[config.mk]
export PLATFORM = sky130hd
export DESIGN_NAME = data_bucket_mc
export DESIGN_NICKNAME = d
export VERILOG_FILES = /design/src/rtl/noc_pkg.sv /design/src/rtl/data_bucket_chan.sv /design/src/rtl/data_bucket_mc.sv
export SDC_FILE = /design/constraint.sdc
export NUM_CORES = 1
export LEC_CHECK = 0
export ABC_AREA = 1
export CORE_MARGIN = 10
export CORE_UTILIZATION = 43
export DETAILED_ROUTE_END_ITERATION = 8
export GPL_ROUTABILITY_DRIVEN = 0
export PLACE_DENSITY = 0.73
export REMOVE_ABC_BUFFERS = 1
export SYNTH_ARGS = -nofsm -noshare
export SYNTH_HDL_FRONTEND = slang
export SYNTH_SLANG_ARGS = --single-unit
[constraint.sdc]
create_clock -name clk -period 6.3 [get_ports clk]
set_clock_uncertainty 0.15 [all_clocks]
set_input_delay 1.26 -clock clk [delete_from_list [all_inputs] [get_ports clk]]
set_output_delay 1.26 -clock clk [all_outputs]
set_load 0.03 [all_outputs]
[src/rtl/noc_pkg.sv]
// Shared types and defaults for the packet bucket.
// Channel FSM states and the default packet/address field layout.
package noc_pkg;

  typedef enum logic {
    IDLE = 1'b0,
    HOLD = 1'b1
  } chan_state_e;

  localparam int DEF_WIDTH_PACKET = 14;
  localparam int DEF_ADDR_LSB     = 0;
  localparam int DEF_ADDR_W       = 4;

endpackage

[src/rtl/data_bucket_chan.sv]
// One receive channel: ready/hold FSM with a backward-delay counter.
// Ready comes only from state, never from in_valid.
module data_bucket_chan
  import noc_pkg::*;
#(
  parameter int BL = 1
) (
  input  logic clk,
  input  logic rst_n,
  input  logic in_valid,
  output logic in_ready,
  output logic accept,
  output logic busy
);

  localparam logic [3:0] HOLD_INIT = (BL > 0) ? 4'(BL - 1) : 4'd0;

  chan_state_e state_q, state_d;
  logic [3:0]  hold_q, hold_d;
  logic        live_q, live_d;

  assign in_ready = live_q & (state_q == IDLE);
  assign accept   = in_valid & in_ready;
  assign busy     = (state_q == HOLD);

  always_comb begin
    live_d  = 1'b1;
    state_d = state_q;
    hold_d  = hold_q;
    unique case (state_q)
      IDLE: begin
        if (accept && (BL > 0)) begin
          state_d = HOLD;
          hold_d  = HOLD_INIT;
        end
      end
      HOLD: begin
        if (hold_q == 4'd0) begin
          state_d = IDLE;
        end else begin
          hold_d = hold_q - 4'd1;
        end
      end
      default: state_d = IDLE;
    endcase
  end

  // live_q keeps ready low until the first edge after reset release
  always_ff @(posedge clk or negedge rst_n) begin
    if (!rst_n) begin
      state_q <= IDLE;
      hold_q  <= 4'd0;
      live_q  <= 1'b0;
    end else begin
      state_q <= state_d;
      hold_q  <= hold_d;
      live_q  <= live_d;
    end
  end

endmodule

[src/rtl/data_bucket_mc.sv]
// Multi-channel packet sink: per-channel accept counts, totals,
// destination-mismatch count and capture of the latest packet.
module data_bucket_mc
  import noc_pkg::*;
#(
  parameter int NODE         = 0,
  parameter int WIDTH_packet = DEF_WIDTH_PACKET,
  parameter int NUM_CH       = 4,
  parameter int BL           = 1,
  parameter int ADDR_LSB     = DEF_ADDR_LSB,
  parameter int ADDR_W       = DEF_ADDR_W,
  parameter int CNT_W        = 16
) (
  input  logic                       clk,
  input  logic                       rst_n,
  input  logic [NUM_CH-1:0]          in_valid,
  output logic [NUM_CH-1:0]          in_ready,
  input  logic [NUM_CH*WIDTH_packet-1:0] in_data,
  input  logic                       clear,
  output logic [NUM_CH*CNT_W-1:0]    rx_count,
  output logic [CNT_W-1:0]           total_count,
  output logic [CNT_W-1:0]           err_count,
  output logic [WIDTH_packet-1:0]    last_data,
  output logic [2:0]                 last_ch,
  output logic                       busy
);

  localparam logic [ADDR_W-1:0] NODE_A = ADDR_W'(NODE);

  logic [NUM_CH-1:0]       accept;
  logic [NUM_CH-1:0]       busy_vec;
  logic [WIDTH_packet-1:0] pkt [NUM_CH];

  logic [CNT_W-1:0]        rx_q [NUM_CH];
  logic [CNT_W-1:0]        rx_d [NUM_CH];
  logic [CNT_W-1:0]        total_q, total_d;
  logic [CNT_W-1:0]        err_q, err_d;
  logic [WIDTH_packet-1:0] last_data_q, last_data_d;
  logic [2:0]              last_ch_q, last_ch_d;
  logic [3:0]              acc_cnt, err_inc;

  function automatic logic [CNT_W-1:0] sat_add(
    input logic [CNT_W-1:0] a,
    input logic [3:0]       b
  );
    logic [CNT_W:0] s;
    s = (CNT_W+1)'(a) + (CNT_W+1)'(b);
    return s[CNT_W] ? {CNT_W{1'b1}} : s[CNT_W-1:0];
  endfunction

  for (genvar k = 0; k < NUM_CH; k++) begin : g_ch
    data_bucket_chan #(
      .BL(BL)
    ) u_chan (
      .clk      (clk),
      .rst_n    (rst_n),
      .in_valid (in_valid[k]),
      .in_ready (in_ready[k]),
      .accept   (accept[k]),
      .busy     (busy_vec[k])
    );
    assign pkt[k] = in_data[k*WIDTH_packet +: WIDTH_packet];
    assign rx_count[k*CNT_W +: CNT_W] = rx_q[k];
  end

  always_comb begin
    acc_cnt     = 4'd0;
    err_inc     = 4'd0;
    last_data_d = last_data_q;
    last_ch_d   = last_ch_q;
    for (int k = 0; k < NUM_CH; k++) begin
      acc_cnt = acc_cnt + 4'(accept[k]);
      if (accept[k] && (pkt[k][ADDR_LSB +: ADDR_W] != NODE_A)) begin
        err_inc = err_inc + 4'd1;
      end
      rx_d[k] = accept[k] ? sat_add(rx_q[k], 4'd1) : rx_q[k];
    end
    // walk downward so the lowest accepting channel wins the capture
    for (int k = NUM_CH - 1; k >= 0; k--) begin
      if (accept[k]) begin
        last_data_d = pkt[k];
        last_ch_d   = 3'(k);
      end
    end
    total_d = sat_add(total_q, acc_cnt);
    err_d   = sat_add(err_q, err_inc);
    if (clear) begin
      for (int k = 0; k < NUM_CH; k++) rx_d[k] = '0;
      total_d     = '0;
      err_d       = '0;
      last_data_d = '0;
      last_ch_d   = '0;
    end
  end

  always_ff @(posedge clk or negedge rst_n) begin
    if (!rst_n) begin
      for (int k = 0; k < NUM_CH; k++) rx_q[k] <= '0;
      total_q     <= '0;
      err_q       <= '0;
      last_data_q <= '0;
      last_ch_q   <= '0;
    end else begin
      for (int k = 0; k < NUM_CH; k++) rx_q[k] <= rx_d[k];
      total_q     <= total_d;
      err_q       <= err_d;
      last_data_q <= last_data_d;
      last_ch_q   <= last_ch_d;
    end
  end

  assign total_count = total_q;
  assign err_count   = err_q;
  assign last_data   = last_data_q;
  assign last_ch     = last_ch_q;
  assign busy        = |busy_vec;

endmodule

==> impl_metrics.tcl <==
set metrics [dict create \
    holdPathEnd "last_data[9]" \
    max_freq_mhz 212 \
    overflow 0 \
    cpMostUsedCell "inv_1" \
    setup_ws_ns 1.59 \
    cp.arrival_ns 4.92 \
    r2r_cells 20 \
    critPathKind "input pin to flip-flop" \
    hpwl_mm 18.2 \
    final_max_slew_viol_count 0 \
    finalHoldViolCount 0 \
    crit_fanout 29 \
    syn_area_sq_mm 0.00846 \
    cts_setup_buffers 0 \
    power_density_mw_per_mm2 267 \
    tightest_slew_ns 1.06 \
    synth_xor_area_share_pct 2.90 \
    hold_buffers 0 \
    antennaDiodeCount 0 \
    drtIter0Drc 464 \
    rsz0062_at_grt "no" \
    grt_usage_pct 18.9 \
    vias_per_cell 5.00 \
    intPower_mw 1.94 \
    end_kind "flip-flop" \
    async_reset_ff_share_pct 100 \
    grt_pass1_wl_mm 40.6 \
    drtPass1Iterations 5 \
    detailedPlace.worstSlack_ns 1.18 \
    clock_sinks 133 \
    die_h_microns 160 \
    drive_gt1_share_pct 5.21 \
    nNetsFinal 1471 \
    synth-edff-count 0 \
    slowest_stage "clkdlybuf4s50_1" \
    start_util_pct 43.6 \
    ys.flop_type "dfrtp_1" \
    io_pins 181 \
    rows 51 \
    whs_ns 0.326 \
    cts_tree "yes" \
    hold_class "flip-flop to flip-flop" \
    die_area_sq_mm 0.0257 \
    dp.cells 1633 \
    final_common_cell "nand2_1" \
    synth_cells 1213 \
    antenna_found_initial 1 \
    io_buffers 179 \
    start_kind "input pin" \
    seq_area_frac_synth_pct 39.3 \
    areaGrowthSynthToFinish_pct 30.7 \
    synth_top_family_by_area "simple AND/OR/NAND/NOR gates" \
    finalCriticalPeriod_ns 4.71 \
    multi_input_area_sq_mm 0.00436 \
    seqPwrFrac_pct 35.2 \
    drcViolationCount 0 \
    yosys_warnings 0 \
    coreArea_sq_mm 0.0194 \
    regArea_sq_mm 0.00333 \
    finalSetupViolCount 0 \
    slew_headroom_pct 29.4 \
    p_clk_share_pct 36.5 \
    cts_made_buffers 17 \
    status "completed" \
    fin_cells 1665 \
    synth.ff_latch_count 133 \
    critPathBufInv 5 \
    crit_family "simple AND/OR/NAND/NOR gates" \
    cpPeakStageDelay_ns 0.54 \
    synth_compound_gate_area_share_pct 8.65 \
    fill_cells 1846 \
    maxCapViolations 0 \
    clk_latency_ns 0.42 \
    combinationalPowerShare_pct 28.3 \
    p_switching_mw 1.01 \
    worstHoldPathCells 2 \
    regToRegStartpoint "g_ch[3].u_chan.live_q" \
    vdd.ir_drop.worst_mv 0.163 \
    cts_resized 0 \
    p_sw_share_pct 34.2 \
    hold_start "last_data[9]" \
    path_clk_slew_ns 0.06 \
    post-route-period-util_pct 74.8 \
    fp.dieW_microns 160 \
    synth_fa_ha_area_share_pct 3.46 \
    grt_pass1_vias 8045 \
    worstPathRequired_ns 6.50 \
    cp_cell_sequence "clkdlybuf4s50_1, nand2_4, a21oi_1, ha_1, inv_1, nand2_1, nand3_1, nand2_1, inv_1, ha_1, inv_1, fa_1, nor2_1, nor2_1, nor2_1, nand3_1, nand3_1, nand2_1, inv_1" \
    root_buffer "clkbuf_16" \
    antenna_left 0 \
    synthMuxAreaShare_pct 0 \
    avgRoutedWirePerCell_microns 14.7 \
    ys_types 39 \
    power_mw 2.95 \
    grt_start_max_net_pins 77 \
    final_cell_mix "399 x nand2_1, 178 x clkdlybuf4s50_1, 148 x inv_1" \
    leakage_nw 5.26 \
    syn_area_per_cell_sq_um 6.98 \
    vias 8329 \
    reg2reg_setup_slack_ns 2.31 \
    finalSetupTns_ns 0 \
    routed_wl_mm 24.5 \
    reg2reg_to "err_count[9]" \
    clockBufferDepth 2 \
    htree_num_levels 4 \
    synthSimpleGateAreaFrac_pct 36.4 \
]
[cell usage after synthesis (all sizes together), types with 2 or more instances]
cell / instances / area [sq um]
dfrtp: 133 / 3330
inv: 154 / 583
xnor2: 9 / 78.8
o211ai: 10 / 75.1
or2: 4 / 25.0
fa: 4 / 80.1
nand3b: 8 / 60.1
clkinv: 2 / 8.75
ha: 17 / 213
nand2: 408 / 1570
a21oi: 36 / 180
nand3: 120 / 633
a31oi: 8 / 50.1
nor3: 24 / 131
and2: 4 / 25.0
nor2: 119 / 494
nand4: 22 / 138
clkbuf: 5 / 18.8
xor2: 19 / 166
buf: 22 / 165
o21ai: 79 / 395
conb: 2 / 7.51
[registers in the layout, summed over array words and instances (netlist names)]
name / flops
last_data: 14
g_ch.u_chan.hold_q: 16
last_ch: 2
err_count: 16
g_ch.u_chan.live_q: 1
rx_count: 64
total_count: 16
g_ch.u_chan.busy: 4
[power by group through the flow]
stage / logic, mW / registers (mW) / clock network (mW)
final: 0.836 / 1.04 / 1.08
after global routing: 0.939 / 1.06 / 1.14
after CTS: 0.848 / 1.04 / 1.09
after detailed placement: 0.840 / 1.06 / 0
after global placement: 0.824 / 1.05 / 0
after floorplan: 0.438 / 1.14 / 0
[layout make-up]
cell class | instances | share of cell area (%)
Multi-Input combinational cell | 898 | 39.4
Sequential cell | 133 | 30.1
Clock buffer | 18 | 3.97
Timing Repair Buffer | 181 | 16.3
Inverter | 156 | 5.35
Tap cell | 265 | 3.00
Clock inverter | 14 | 1.80
[metrics by stage]
step	cell area [sq um]	util, %
after floorplan	8280	-
after CTS	11100	57.0
after global placement	10400	53.7
after detailed placement	10400	53.7
after global routing	11100	57.0
final	11100	57.0
[layer usage]
metal / vias to the layer above / global-route usage [%] / part of all wire, %
li1: 4217 / - / -
met1: 3890 / 23.4 / 43
met2: 198 / 32.0 / 50
met3: 22 / 4.78 / 6.2
met4: 2 / 5.05 / 1.4
met5: - / 0 / 0.053
[worst max-delay path by stage]
| stage | from | to | slack [ns] | cells past startpoint |
|---|---|---|---|---|
| final | in_valid[0] | err_count[9] | 1.59 | 19 |
| after global routing | in_valid[0] | err_count[14] | 1.14 | 19 |
| after CTS | in_valid[0] | err_count[9] | 1.61 | 19 |
| after detailed placement | in_valid[0] | err_count[9] | 1.18 | 19 |
| after global placement | in_valid[0] | err_count[11] | 1.27 | 19 |
| after floorplan | in_valid[2] | total_count[15] | 2.28 | 13 |
[worst register-to-register path: stages, from the launching register on]
cell and delay, ns:
dfrtp_1 0.43, inv_2 0.11, nor2_4 0.13, nand2_4 0.23, a21oi_1 0.35, ha_1 0.33, inv_1 0.07, nand2_1 0.07
nand3_1 0.17, nand2_1 0.07, inv_1 0.05, ha_1 0.17, inv_1 0.06, fa_1 0.42, nor2_1 0.12, nor2_1 0.07
nor2_1 0.14, nand3_1 0.41, nand3_1 0.24, nand2_1 0.07, inv_1 0.07
[cell families (layout without fill, tap and decap cells)]
family,Yosys count,after routing
other,2,3
AO/OA/AOI/OAI,137,137
XOR/XNOR,28,28
buffers and inverters,183,369
AND/OR/NAND/NOR,709,709
adder cells (fa/ha/maj),21,21
flip-flops,133,133
Power figures use the tool's default switching activity.
